## config.mk

```make
export PLATFORM = sky130hd
export DESIGN_NAME = spi_master_slave
export DESIGN_NICKNAME = d
export VERILOG_FILES = /design/src/rtl/spi_master_slave.sv
export SDC_FILE = /design/constraint.sdc
export NUM_CORES = 1
export LEC_CHECK = 0
export CORE_ASPECT_RATIO = 1.75
export CORE_UTILIZATION = 60
export CTS_BUF_LIST = sky130_fd_sc_hd__clkbuf_8
export DETAILED_ROUTE_END_ITERATION = 6
export MAX_ROUTING_LAYER = met4
export PLACE_DENSITY = 0.95
export SLEW_MARGIN = 20
export SYNTH_ARGS = -nofsm -noshare
export SYNTH_HDL_FRONTEND = slang
export SYNTH_SLANG_ARGS = --single-unit
```

## constraint.sdc

```tcl
create_clock -name clk -period 4 [get_ports clk]
set_clock_uncertainty 0.15 [all_clocks]
set_input_delay 0.4 -clock clk [delete_from_list [all_inputs] [get_ports clk]]
set_output_delay 0.4 -clock clk [all_outputs]
set_load 0.1 [all_outputs]
```

## src/rtl/spi_master_slave.sv

```systemverilog
// SPI mode-0 master and slave wired back-to-back in one clock domain.
// The master drives sclk/mosi/cs; the slave answers on miso and reports the word it received.
module spi_master_slave #(
    parameter int unsigned DATA_WIDTH = 8,
    parameter int unsigned CLK_DIV    = 1
) (
    input  logic                  clk,
    input  logic                  rst,
    input  logic                  start,
    input  logic [DATA_WIDTH-1:0] master_data_in,
    input  logic [DATA_WIDTH-1:0] slave_data_in,
    output logic [DATA_WIDTH-1:0] master_data_out,
    output logic [DATA_WIDTH-1:0] slave_data_out,
    output logic                  sclk,
    output logic                  mosi,
    output logic                  miso,
    output logic                  cs,
    output logic                  busy,
    output logic                  done
);

    localparam int unsigned DIV_W     = (CLK_DIV > 1) ? $clog2(CLK_DIV) : 1;
    localparam int unsigned HALF_W    = $clog2(2 * DATA_WIDTH);
    localparam int unsigned CNT_W     = $clog2(DATA_WIDTH + 1);
    localparam int unsigned HALF_LAST = 2 * DATA_WIDTH - 1;

    typedef enum logic [1:0] {IDLE, LEAD, SHIFT, TRAIL} state_t;

    state_t                state, state_next;
    logic [DIV_W-1:0]      div_cnt, div_cnt_next;
    logic [HALF_W-1:0]     half_cnt, half_cnt_next;
    logic                  armed, armed_next;
    logic                  cs_next, sclk_next, busy_next, done_next;
    logic                  load_tx, shift_tx, capture;
    logic [DATA_WIDTH-1:0] m_tx, m_rx;

    logic                  cs_q, sclk_q;
    logic                  cs_fall, cs_rise, s_rise, s_fall;
    logic [DATA_WIDTH-1:0] s_tx, s_rx;
    logic [CNT_W-1:0]      rx_cnt;

    logic                  div_end;

    assign div_end = (div_cnt == DIV_W'(CLK_DIV - 1));

    // Master sequencing: LEAD holds sclk low, SHIFT toggles it, TRAIL closes the frame.
    always_comb begin
        state_next    = state;
        div_cnt_next  = div_cnt;
        half_cnt_next = half_cnt;
        armed_next    = armed;
        cs_next       = cs;
        sclk_next     = sclk;
        busy_next     = busy;
        done_next     = 1'b0;
        load_tx       = 1'b0;
        shift_tx      = 1'b0;
        capture       = 1'b0;
        case (state)
            IDLE: begin
                if (!start) begin
                    armed_next = 1'b1;
                end else if (armed) begin
                    load_tx       = 1'b1;
                    cs_next       = 1'b0;
                    busy_next     = 1'b1;
                    armed_next    = 1'b0;
                    div_cnt_next  = '0;
                    half_cnt_next = '0;
                    state_next    = LEAD;
                end
            end
            LEAD: begin
                if (div_end) begin
                    div_cnt_next = '0;
                    sclk_next    = 1'b1;
                    state_next   = SHIFT;
                end else begin
                    div_cnt_next = DIV_W'(div_cnt + 1'b1);
                end
            end
            SHIFT: begin
                if (div_end) begin
                    div_cnt_next  = '0;
                    half_cnt_next = HALF_W'(half_cnt + 1'b1);
                    // The final half-period is the low phase after the last falling edge.
                    if (half_cnt == HALF_W'(HALF_LAST)) begin
                        state_next = TRAIL;
                    end else begin
                        sclk_next = ~sclk;
                        shift_tx  = sclk;
                    end
                end else begin
                    div_cnt_next = DIV_W'(div_cnt + 1'b1);
                end
            end
            TRAIL: begin
                cs_next    = 1'b1;
                capture    = 1'b1;
                done_next  = 1'b1;
                busy_next  = 1'b0;
                state_next = IDLE;
            end
            default: state_next = IDLE;
        endcase
    end

    always_ff @(posedge clk) begin
        if (rst) begin
            state           <= IDLE;
            div_cnt         <= '0;
            half_cnt        <= '0;
            armed           <= 1'b1;
            cs              <= 1'b1;
            sclk            <= 1'b0;
            busy            <= 1'b0;
            done            <= 1'b0;
            m_tx            <= '0;
            m_rx            <= '0;
            master_data_out <= '0;
        end else begin
            state    <= state_next;
            div_cnt  <= div_cnt_next;
            half_cnt <= half_cnt_next;
            armed    <= armed_next;
            cs       <= cs_next;
            sclk     <= sclk_next;
            busy     <= busy_next;
            done     <= done_next;
            if (load_tx) begin
                m_tx <= master_data_in;
            end else if (shift_tx) begin
                m_tx <= m_tx << 1;
            end
            // Master samples miso alongside the slave's registered view of the rising edge,
            // so the slave's load at cs fall is already visible on the first sample.
            if (s_rise) begin
                m_rx <= {m_rx[DATA_WIDTH-2:0], miso};
            end
            if (capture) begin
                master_data_out <= m_rx;
            end
        end
    end

    assign cs_fall = cs_q & ~cs;
    assign cs_rise = ~cs_q & cs;
    assign s_rise  = ~sclk_q & sclk & ~cs;
    assign s_fall  = sclk_q & ~sclk & ~cs;

    // Slave: edge detection on registered copies of cs and sclk.
    always_ff @(posedge clk) begin
        if (rst) begin
            cs_q           <= 1'b1;
            sclk_q         <= 1'b0;
            s_tx           <= '0;
            s_rx           <= '0;
            rx_cnt         <= '0;
            slave_data_out <= '0;
        end else begin
            cs_q   <= cs;
            sclk_q <= sclk;
            if (cs_fall) begin
                rx_cnt <= '0;
                s_tx   <= slave_data_in;
            end else begin
                if (s_rise) begin
                    s_rx   <= {s_rx[DATA_WIDTH-2:0], mosi};
                    rx_cnt <= CNT_W'(rx_cnt + 1'b1);
                end
                if (s_fall) begin
                    s_tx <= s_tx << 1;
                end
            end
            if (cs_rise && rx_cnt == CNT_W'(DATA_WIDTH)) begin
                slave_data_out <= s_rx;
            end
        end
    end

    assign mosi = ~cs & m_tx[DATA_WIDTH-1];
    assign miso = ~cs & s_tx[DATA_WIDTH-1];

endmodule

```

* Word-level counts from Yosys, hierarchy flattened
Cells that the tools add are included. Widths: inputs -> output; s select.
Word-level totals: input bits 19, register bits after elaboration 66
Cells by class: add/subtract/negate cells 3, bitwise gates (word level) 13, reduce and logical (&&, ||, !) cells 16, multiplexer cells 34, eq/ne operators 11
Operators with widths (count):
- $mux 8 | 4
- $mux 1 | 16
- $mux 4 | 3
- $ne 2x2->1 const B | 6
- $reduce_bool 2->1 | 6
- $mux 2 | 5
- $add 4x1->4 const B | 2
- $and 1x1->1 | 8
- $eq 4x4->1 const B | 2
- $pmux 1 s2 | 4
- $pmux 2 s4 | 1
- $pmux 4 s2 | 1
- $reduce_and 4->1 | 2
- $reduce_and 3->1 | 2
- $not 1->1 | 5
- $reduce_and 5->1 | 1
- $eq 2x2->1 const B | 2
- $reduce_or 2->1 | 2
- $eq 2x1->1 const B | 1
- $logic_not 2->1 | 1
- $reduce_and 2->1 | 1
- $add 1x1->1 const B | 1
- $logic_and 1x1->1 | 1

* Depth between registers and ports, before layout
Gate-level depths: netlist (run 1).
depth after elaboration 6, depth in mapped cells 7, mapped depth without buffers 6

* Worst setup path before layout (run 1)
OpenSTA, ideal clock, no wires.
path kind reg2out, from reg cs, to out miso, stages on the path, launching flop included 3, path slack 1.168 ns, arrival 2.282 ns, buffers on the path 1, cell sequence dfxtp_1 buf_6 nor2b_1
Between the ends: longest elaborated chain between the ends 2
Ends and longest elaborated chain:
- start: declaration | line 17 | output logic cs,
- start signal: assignment | line 126 | cs <= cs_next;
- $not 1->1 | line 182 | assign miso = ~cs & s_tx[DATA_WIDTH-1];
- $and 1x1->1 | line 182
- end: declaration | line 16 | output logic miso,
No other way between the ends.

* Worst setup path after layout (run 1)
from reg cs, to out cs
No word-level cell between the ends.

==> results.md, run 1 <==
* Synth Warn # at 0
* I/O pins at 41
* Post-CTS resize count at 0
* Final Wtd Congestion at 0.819
* ANT nets after route at 0
* CTS buffer count at 9
* Drt drc at 2
* CP max FO at 11
* Worst setup margin at 1.24 ns
* Avg Cell Area, Syn at 9.19 sq um
* Register area at 0.00130 sq mm
* P_sw at 0.672 mW
* Final hold vios at 0
* DP Worst Slack at 1.39 ns
* Grt ovf at 0
* CP startpoint kind: flop
* Fin crit share at 0.690
* Placed cells at 370
* Synth Cell Area at 0.00273 sq mm
* Final Util at 0.748
* Sequential share of the synthesized area at 0.477
* Drt wl/cell at 13.7 um
* Die Wd at 53.0 um
* Synth-to-layout area growth at 20.7%
* Async set-or-reset flop fraction in the synthesized netlist at 0
* Ant diodes at 0
* CP endpoint kind: output port
* Required time worst endpoint at 3.45 ns
* Yosys top cell area share at 0.477
* Setup TNS Final at 0 ns
* Most common cell after layout, fill and taps aside: dfxtp_1
* Violated checks: design-rule violations
* Vias at 2169
* Sw frac at 0.343
* CP cell instances: clkdlybuf4s50_1
* First-pass GRT wire length at 8810 um
* # port buffers at 40
* Flop and latch count out of synthesis at 65
* Iteration-0 DRC Markers at 55
* Synth Instances at 297
* Worst slew pin tran at 1.00 ns
* Share of post-route cells with drive strength above 1 at 0.0659
* Final Max Slew Viols at 0
* Worst Path Buf+Inv at 1
* Run status: complete, but fails checks
* Starting Density at 0.620
* Max VDD drop at 0.510 mV
* Internal power at 1.29 mW
* Htree depth at 3
* Syn nets at 323
* DIE AREA at 0.00483 sq mm
* F_max at 362 MHz
* Core area at 0.00440 sq mm
* Total power at 1.96 mW
* CP arrival at 2.21 ns
* Finish-stage setup viols at 0
* Max cap viols at 0
* Clock root buffer: clkbuf_8
* DRT Pass-1 Iters at 6
* RSZ-0062 raised after global routing: false
* Worst-path cell with the longest stage delay: clkdlybuf4s50_1
* Site Rows at 32
* Power Density at 594 mW/mm^2
* Clock Sinks at 65
* Hpwl dp at 3430 um
* WL final at 5270 um
* Synth Flop Type: dfxtp_1
* Nets at 356
* Hold WS at 0.303 ns
* Worst hold path type: reg -> reg
* Gr usage total at 0.259
* Area leader, netlist: dfxtp_1
* Clock power frac at 0.302
* Clk_lat worst skew at 0.34 ns
* Leakage at 1.25 nW
* DP Area at 0.00308 sq mm
* Vias in the first global route at 1942
* Synth area leaders: dfxtp_1 (48%), mux2i_1 (12%), nand2_1 (5.4%)
* Crit path kind: reg -> out
* Part of the power in combinational logic at 0.287
* Post-route cell area at 0.00329 sq mm
* Number of synthesized flops with an enable pin at 0
* CTS tree: yes
* Leading cell types in the layout, fill and taps excluded: dfxtp_1 (65), nand2_1 (39), clkdlybuf4s50_1 (39), nor2_1 (38), mux2i_1 (32)
* Cts hold-fix bufs at 0
* Sequential power share at 0.411
* Slew Limit Headroom at 0.330
* Initial antenna violation count at 0
* Post-CTS setup buffers at 0
* Final min period at 2.76 ns
* Multi-input logic area at 0.00130 sq mm
* Clock tree buffer depth at 2
* Die height at 91.2 um
* Filler instances at 302
* CTS clock-pin slew for the worst setup and hold paths at 0.07 ns
* Pin count of the biggest net entering global routing at 66
* Vias per std cell at 5.63
* Number of non-filler instances in the completed layout at 385
* Post-synth cell types at 36
* Delay-heaviest family, CP: buffers and inverters
* CP peak stage delay at 1.23 ns
==> logic make-up (layout without fill, tap and decap cells) <==
| logic type | count (synthesis) | in the layout | share of synthesized area |
|---|---|---|---|
| xor+xnor | 4 | 4 | 0.0128 |
| compound gates | 52 | 52 | 0.116 |
| simple gates | 114 | 114 | 0.199 |
| fa+ha+maj | 7 | 7 | 0.0321 |
| mux | 32 | 32 | 0.117 |
| buf+inv | 23 | 60 | 0.0458 |
| flops | 65 | 65 | 0.477 |
==> metal layers <==
layer	up-vias	GRT usage	wire (um)
met3	16	0.0871	182
met5	-	-	0
li1	1084	-	-
met1	1008	0.285	2150
met2	61	0.402	2780
met4	0	0.132	155
==> area by class of cell <==
type,count,share of cell area
Multi-Input combinational cell,209,0.395
Timing Repair Buffer,40,0.121
Sequential cell,65,0.395
Tap cell,51,0.0194
Clock buffer,10,0.0418
Clock inverter,5,0.0220
Inverter,5,0.00570
==> cell usage after synthesis (2+ instances only) <==
| master | instances |
|---|---|
| nand3b_1 | 2 |
| a21oi_1 | 24 |
| xnor2_1 | 2 |
| or2_2 | 2 |
| nand4_1 | 2 |
| dfxtp_1 | 65 |
| mux2i_1 | 32 |
| a31oi_1 | 3 |
| and3_1 | 2 |
| buf_4 | 2 |
| nor2_1 | 38 |
| nand2b_1 | 5 |
| xor2_1 | 2 |
| buf_6 | 4 |
| nand2_1 | 39 |
| clkbuf_1 | 11 |
| nor3_1 | 8 |
| inv_1 | 4 |
| a211oi_1 | 16 |
| nor2b_1 | 6 |
| ha_1 | 7 |
| nand3_1 | 4 |
| o21ai_0 | 4 |
==> power by group through the flow <==
stage	clock [mW]	combinational, mW	sequential [mW]
floorplan	0	0.394	0.884
global placement	0	0.536	0.810
detailed placement	0	0.554	0.815
CTS	0.599	0.561	0.804
global route	0.634	0.608	0.817
finish	0.591	0.562	0.805
==> path summary, 6_finish.rpt <==
kind | startpoint | endpoint | slack, ns | cells past startpoint
min | s_rx[7] | s_rx[7] | 0.30 | 2
max reg2reg | state[0] | state[1] | 1.37 | 6
min reg2reg | s_rx[7] | s_rx[7] | 0.30 | 2
max | cs | cs | 1.24 | 1
==> state kept, by name, summed over array words and instances, names as in the netlist <==
name             count
rx_cnt               4
state                2
cs                   1
armed                1
sclk                 1
sclk_q               1
s_tx                 8
master_data_out      8
m_rx                 8
s_rx                 8
done                 1
m_tx                 8
busy                 1
cs_q                 1
half_cnt             4
slave_data_out       8
Note: power is estimated with default switching activity, not from simulation.
==> run 2, diff against run 1 <==
--- a/config.mk
+++ b/config.mk
@@ -6,11 +6,11 @@
 export NUM_CORES = 1
 export LEC_CHECK = 0
 export CORE_ASPECT_RATIO = 1.75
-export CORE_UTILIZATION = 60
+export CORE_UTILIZATION = 50
 export CTS_BUF_LIST = sky130_fd_sc_hd__clkbuf_8
 export DETAILED_ROUTE_END_ITERATION = 6
 export MAX_ROUTING_LAYER = met4
-export PLACE_DENSITY = 0.95
+export PLACE_DENSITY = 0.87
 export SLEW_MARGIN = 20
 export SYNTH_ARGS = -nofsm -noshare
 export SYNTH_HDL_FRONTEND = slang
==> constraint.sdc (replaced) <==
create_clock -name clk -period 2.49 [get_ports clk]
set_clock_uncertainty 0.15 [all_clocks]
set_input_delay 0.249 -clock clk [delete_from_list [all_inputs] [get_ports clk]]
set_output_delay 0.249 -clock clk [all_outputs]
set_load 0.1 [all_outputs]
==> results.md, run 2 (same netlist as run 1, synthesis figures left out) <==
* Run status: complete, but fails checks (unchanged)
* Violated checks: design-rule violations (unchanged)
* Setup TNS Final at 0 ns (unchanged)
* Gr usage total at 0.197 (was 0.259)
* WHS Path Cells at 3 (was 2)
* Finish-stage setup viols at 0 (unchanged)
* Clock Sinks at 65 (unchanged)
* Worst hold path startpoint: slave_data_in[0] (was s_rx[7])
* Final min period at 2.03 ns
* Fin crit share at 0.815
* Power Density at 943 mW/mm^2 (was 594 mW/mm^2)
* Required time worst endpoint at 2.60 ns (was 3.45 ns)
* Ant diodes at 0 (unchanged)
* Most common cell after layout, fill and taps aside: dfxtp_1 (unchanged)
* Final Max Slew Viols at 0 (unchanged)
* Vias in the first global route at 1939 (was 1942)
* Final hold vios at 0 (unchanged)
* CP cell instances: inv_1, ha_1, nand3_1, buf_4, a211oi_1, a31oi_1, a21oi_1 (was clkdlybuf4s50_1)
* Clock tree buffer depth at 2 (unchanged)
* Hold WS at 0.313 ns (was 0.303 ns)
* Clk_lat worst skew at 0.34 ns (about the same)
* CTS buffer count at 9 (unchanged)
* Slew Limit Headroom at 0.582 (was 0.330)
* DRT Pass-1 Iters at 6 (unchanged)
* Drt wl/cell at 12.9 um (was 13.7 um)
* Final Wtd Congestion at 0.791 (was 0.819)
* RSZ-0062 raised after global routing: false (unchanged)
* WL final at 5060 um (was 5270 um)
* Iteration-0 DRC Markers at 46 (was 55)
* CTS clock-pin slew for the worst setup and hold paths at 0.07 ns (about the same)
* Delay-heaviest family, CP: compound AO/OA/AOI/OAI gates (was buffers and inverters)
* Vias per std cell at 5.35 (was 5.63)
* Max VDD drop at 0.794 mV (was 0.510 mV)
* Die height at 99.7 um (was 91.2 um)
* Worst r2r src: state[0] (unchanged)
* CTS tree: yes (unchanged)
* Total power at 3.07 mW (was 1.96 mW)
* Share of post-route cells with drive strength above 1 at 0.145 (was 0.0659)
* Vias at 2102 (was 2169)
* Leakage at 1.31 nW (was 1.25 nW)
* I/O pins at 41 (unchanged)
* DIE AREA at 0.00577 sq mm (was 0.00483 sq mm)
* CP startpoint kind: flop (unchanged)
* CP arrival at 2.14 ns (was 2.21 ns)
* F_max at 493 MHz
* Clock root buffer: clkbuf_8 (unchanged)
* Htree depth at 3 (unchanged)
* Core area at 0.00526 sq mm (was 0.00440 sq mm)
* Initial antenna violation count at 0 (unchanged)
* Grt ovf at 0 (unchanged)
* ANT nets after route at 0 (unchanged)
* Hpwl dp at 3310 um (was 3430 um)
* First-pass GRT wire length at 8440 um (was 8810 um)
* Worst Reg2Reg Path Length in Cells at 7 (was 6)
* Site Rows at 35 (was 32)
* Starting Density at 0.519 (was 0.620)
* Worst hold path type: in -> reg (was reg -> reg)
* Pin count of the biggest net entering global routing at 66 (unchanged)
* Worst-path cell with the longest stage delay: ha_1 (was clkdlybuf4s50_1)
* Worst slew pin tran at 0.627 ns (was 1.00 ns)
* Die Wd at 57.8 um (was 53.0 um)
* Filler instances at 448 (was 302)
* Drt drc at 1 (was 2)
* Crit path kind: reg -> reg (was reg -> out)
* CP endpoint kind: flop (was output port)
* Flop2flop setup slack at 0.46 ns (was 1.37 ns)
* Max cap viols at 0 (unchanged)
* Synth-to-layout area growth at 19.3% (was 20.7%)
* CP peak stage delay at 0.44 ns (was 1.23 ns)
* Cts hold-fix bufs at 0 (unchanged)
* Nets at 360 (was 356)
* Final Util at 0.620 (was 0.748)
* Worst Path Buf+Inv at 2 (was 1)
* Leading cell types in the layout, fill and taps excluded: dfxtp_1 (65), nand2_1 (39), nor2_1 (38), mux2i_1 (32), buf_4 (26) (was dfxtp_1 (65), nand2_1 (39), clkdlybuf4s50_1 (39), nor2_1 (38), mux2i_1 (32))
* Post-CTS setup buffers at 0 (unchanged)
* # port buffers at 40 (unchanged)
* Worst Hold End: s_tx[0] (was s_rx[7])
* Post-CTS resize count at 0 (unchanged)
* Worst reg2reg endpoint: half_cnt[2] (was state[1])
* CP max FO at 20 (was 11)
[run 2: per-layer routing]
| metal | track usage | up-vias | wire (um) |
|---|---|---|---|
| met5 | - | - | 0 |
| met4 | 0.101 | 0 | 89 |
| met3 | 0.0585 | 8 | 187 |
| met2 | 0.327 | 41 | 2760 |
| met1 | 0.207 | 966 | 2020 |
| li1 | - | 1087 | - |
[run 2: worst max path at each step]
stage / start / end / cells past startpoint
global placement: state[0] / half_cnt[2] / 7
detailed placement: state[0] / half_cnt[2] / 7
global route: state[0] / half_cnt[2] / 7
floorplan: cs / miso / 2
CTS: state[0] / half_cnt[2] / 7
finish: state[0] / half_cnt[2] / 7
[run 2: area by class of cell]
type,count,area [sq um],area share
Multi-Input combinational cell,209,1300,0.400
Sequential cell,65,1300,0.400
Timing Repair Buffer,44,370,0.114
Clock buffer,11,151,0.0465
Tap cell,55,68.8,0.0211
Clock inverter,4,43.8,0.0134
Inverter,5,18.8,0.00576
[run 2: worst min-delay path, cell delays in order]
cell	delay (ns)
clkdlybuf4s50_1	0.39
nand2_1	0.06
a21oi_1	0.05
[run 2: report_power, final]
part	internal (mW)	switching [mW]	leakage, nW
logic	0.327	0.577	0.674
registers	1.17	0.121	0.528
clock network	0.504	0.372	0.106
[run 2: through the flow]
| step | instance area, sq um | std cells | setup WS (ns) |
|---|---|---|---|
| 4_1_cts | 3260 | 393 | 0.478 |
| 5_1_grt | 3260 | 393 | 0.322 |
| 6_report | 3260 | 393 | 0.462 |
| 3_3_place_gp | 3060 | 378 | 0.647 |
| 2_1_floorplan | 2730 | 297 | -0.191 |
| 3_5_place_dp | 3060 | 378 | 0.567 |
==> run 3, diff against run 2 <==
--- a/config.mk
+++ b/config.mk
@@ -6,11 +6,11 @@
 export NUM_CORES = 1
 export LEC_CHECK = 0
 export CORE_ASPECT_RATIO = 1.75
-export CORE_UTILIZATION = 50
+export CORE_UTILIZATION = 56
 export CTS_BUF_LIST = sky130_fd_sc_hd__clkbuf_8
 export DETAILED_ROUTE_END_ITERATION = 6
 export MAX_ROUTING_LAYER = met4
-export PLACE_DENSITY = 0.87
+export PLACE_DENSITY = 0.91
 export SLEW_MARGIN = 20
 export SYNTH_ARGS = -nofsm -noshare
 export SYNTH_HDL_FRONTEND = slang
==> constraint.sdc (replaced) <==
create_clock -name clk -period 2.02 [get_ports clk]
set_clock_uncertainty 0.15 [all_clocks]
set_input_delay 0.202 -clock clk [delete_from_list [all_inputs] [get_ports clk]]
set_output_delay 0.202 -clock clk [all_outputs]
set_load 0.1 [all_outputs]
==> results.md, run 3 (same netlist as run 1, synthesis figures left out) <==
* DIE AREA at 0.00517 sq mm (was 0.00577 sq mm)
* Run status: complete, no violations (was complete, but fails checks)
* DP Area at 0.00314 sq mm (was 0.00306 sq mm)
* # port buffers at 40 (unchanged)
* Drt wl/cell at 13.4 um (was 12.9 um)
* CTS clock-pin slew for the worst setup and hold paths at 0.07 ns (about the same)
* Post-CTS setup buffers at 0 (unchanged)
* CP arrival at 1.90 ns (was 2.14 ns)
* Vias per std cell at 5.56 (was 5.35)
* Final Wtd Congestion at 0.900 (was 0.791)
* Hpwl dp at 3570 um (was 3310 um)
* CP max FO at 9 (was 20)
* Required time worst endpoint at 2.07 ns (was 2.60 ns)
* Vias at 2191 (was 2102)
* Core area at 0.00467 sq mm (was 0.00526 sq mm)
* CP endpoint kind: flop (unchanged)
* Leading cell types in the layout, fill and taps excluded: dfxtp_1 (64), nand2_1 (39), nor2_1 (38), mux2i_1 (32), buf_4 (25) (was dfxtp_1 (65), nand2_1 (39), nor2_1 (38), mux2i_1 (32), buf_4 (26))
* Leakage at 1.34 nW (was 1.31 nW)
* DRT Pass-1 Iters at 4 (was 6)
* Nets at 363 (was 360)
* Ant diodes at 0 (unchanged)
* Final Max Slew Viols at 0 (unchanged)
* Initial antenna violation count at 0 (unchanged)
* Final min period at 1.85 ns (was 2.03 ns)
* CP startpoint kind: flop (unchanged)
* Worst hold path type: in -> reg (unchanged)
* CTS tree: yes (unchanged)
* Post-route cell area at 0.00336 sq mm (was 0.00326 sq mm)
* Final hold vios at 0 (unchanged)
* Filler instances at 328 (was 448)
* Max VDD drop at 1.04 mV (was 0.794 mV)
* CTS buffer count at 9 (unchanged)
* Share of post-route cells with drive strength above 1 at 0.170 (was 0.145)
* Crit path kind: reg -> reg (unchanged)
* Number of non-filler instances in the completed layout at 394 (was 393)
* CP peak stage delay at 0.36 ns (was 0.44 ns)
* Gr usage total at 0.234 (was 0.197)
* Total power at 3.97 mW (was 3.07 mW)
* Placed cells at 378 (unchanged)
* Worst-path cell with the longest stage delay: ha_1 (unchanged)
* ANT nets after route at 0 (unchanged)
* Clock tree buffer depth at 2 (unchanged)
* Flop2flop setup slack at 0.17 ns (was 0.46 ns)
* Clk_lat worst skew at 0.34 ns (about the same)
* Htree depth at 3 (unchanged)
* Die Wd at 54.8 um (was 57.8 um)
* WL final at 5280 um (was 5060 um)
* Grt ovf at 0 (unchanged)
* Pin count of the biggest net entering global routing at 29 (was 66)
* Clock Sinks at 65 (unchanged)
* Synth-to-layout area growth at 23.0% (was 19.3%)
* Site Rows at 33 (was 35)
* Die height at 94.3 um (was 99.7 um)
* Most common cell after layout, fill and taps aside: dfxtp_1 (unchanged)
* Iteration-0 DRC Markers at 59 (was 46)
* Final Util at 0.719 (was 0.620)
* I/O pins at 41 (unchanged)
* Setup TNS Final at 0 ns (unchanged)
* Vias in the first global route at 2015 (was 1939)
* Worst slew pin tran at 0.605 ns (was 0.627 ns)
* Starting Density at 0.585 (was 0.519)
* Fin crit share at 0.916 (was 0.815)
* RSZ-0062 raised after global routing: false (unchanged)
* Power Density at 1180 mW/mm^2 (was 943 mW/mm^2)
* Finish-stage setup viols at 0 (unchanged)
* CP cell instances: inv_1, ha_1, nand3_2, a22oi_2, mux2i_1, nor2_1 (was inv_1, ha_1, nand3_1, buf_4, a211oi_1, a31oi_1, a21oi_1)
* Clock root buffer: clkbuf_8 (unchanged)
* Slew Limit Headroom at 0.597 (was 0.582)
* F_max at 541 MHz (was 493 MHz)
* Drt drc at 0 (was 1)
* Max cap viols at 0 (unchanged)
* First-pass GRT wire length at 8650 um (was 8440 um)
## run 3: cell count changes in the layout (fill, tap and decap cells not counted), moves of 2 or more
cell,previous run,this run
buf_12,0,4
clkbuf_8,11,9
nor2b_1,6,4
nor2b_2,0,2
## run 3: worst paths after layout
| check | from | endpoint | cells past startpoint |
|---|---|---|---|
| max | state[0] | state[1] | 6 |
| min | rst | master_data_out[7] | 2 |
| max reg2reg | state[0] | state[1] | 6 |
| min reg2reg | s_rx[7] | s_rx[7] | 2 |
## run 3: layout make-up
cell class,count,area [sq um],share of cell area
tap,52,65.1,0.0194
clock buffer,9,124,0.0369
multi-input combinational,209,1320,0.392
timing repair buffer,47,443,0.132
clock inverter,7,86.3,0.0257
inverter,5,18.8,0.00559
sequential,65,1300,0.388
## run 3: power by group
| group | internal [mW] | total (mW) | switching [mW] |
|---|---|---|---|
| Sequential | 1.45 | 1.60 | 0.153 |
| Combinational | 0.474 | 1.22 | 0.742 |
| Clock | 0.683 | 1.16 | 0.477 |
## run 3: metrics by stage
stage	worst slack [ns]	hold slack (ns)
final	0.170	0.182
after global routing	0.0304	0.203
after CTS	0.103	0.175
after detailed placement	0.112	0.297
after global placement	0.174	0.294
after floorplan	-0.0815	0.188
## run 3: repair_timing
action	4_1_cts	5_1_grt
setup endpoints to repair	0	2
gates resized for setup	0	2
hold buffers	0	0
## run 3: critical path: cells and delay by family, from the launching register on
kind	cells	cell delay, ns
fa+ha+maj	1	0.36
compound gates	1	0.28
buf+inv	1	0.10
flops	1	0.34
simple gates	2	0.28
mux	1	0.21
## run 3: per-layer routing
layer | vias to the layer above | wire length [um] | GRT usage
met5 | - | 0 | -
met4 | 0 | 95 | 0.0940
met3 | 12 | 196 | 0.0692
met2 | 51 | 2810 | 0.387
met1 | 1033 | 2170 | 0.249
li1 | 1095 | - | -
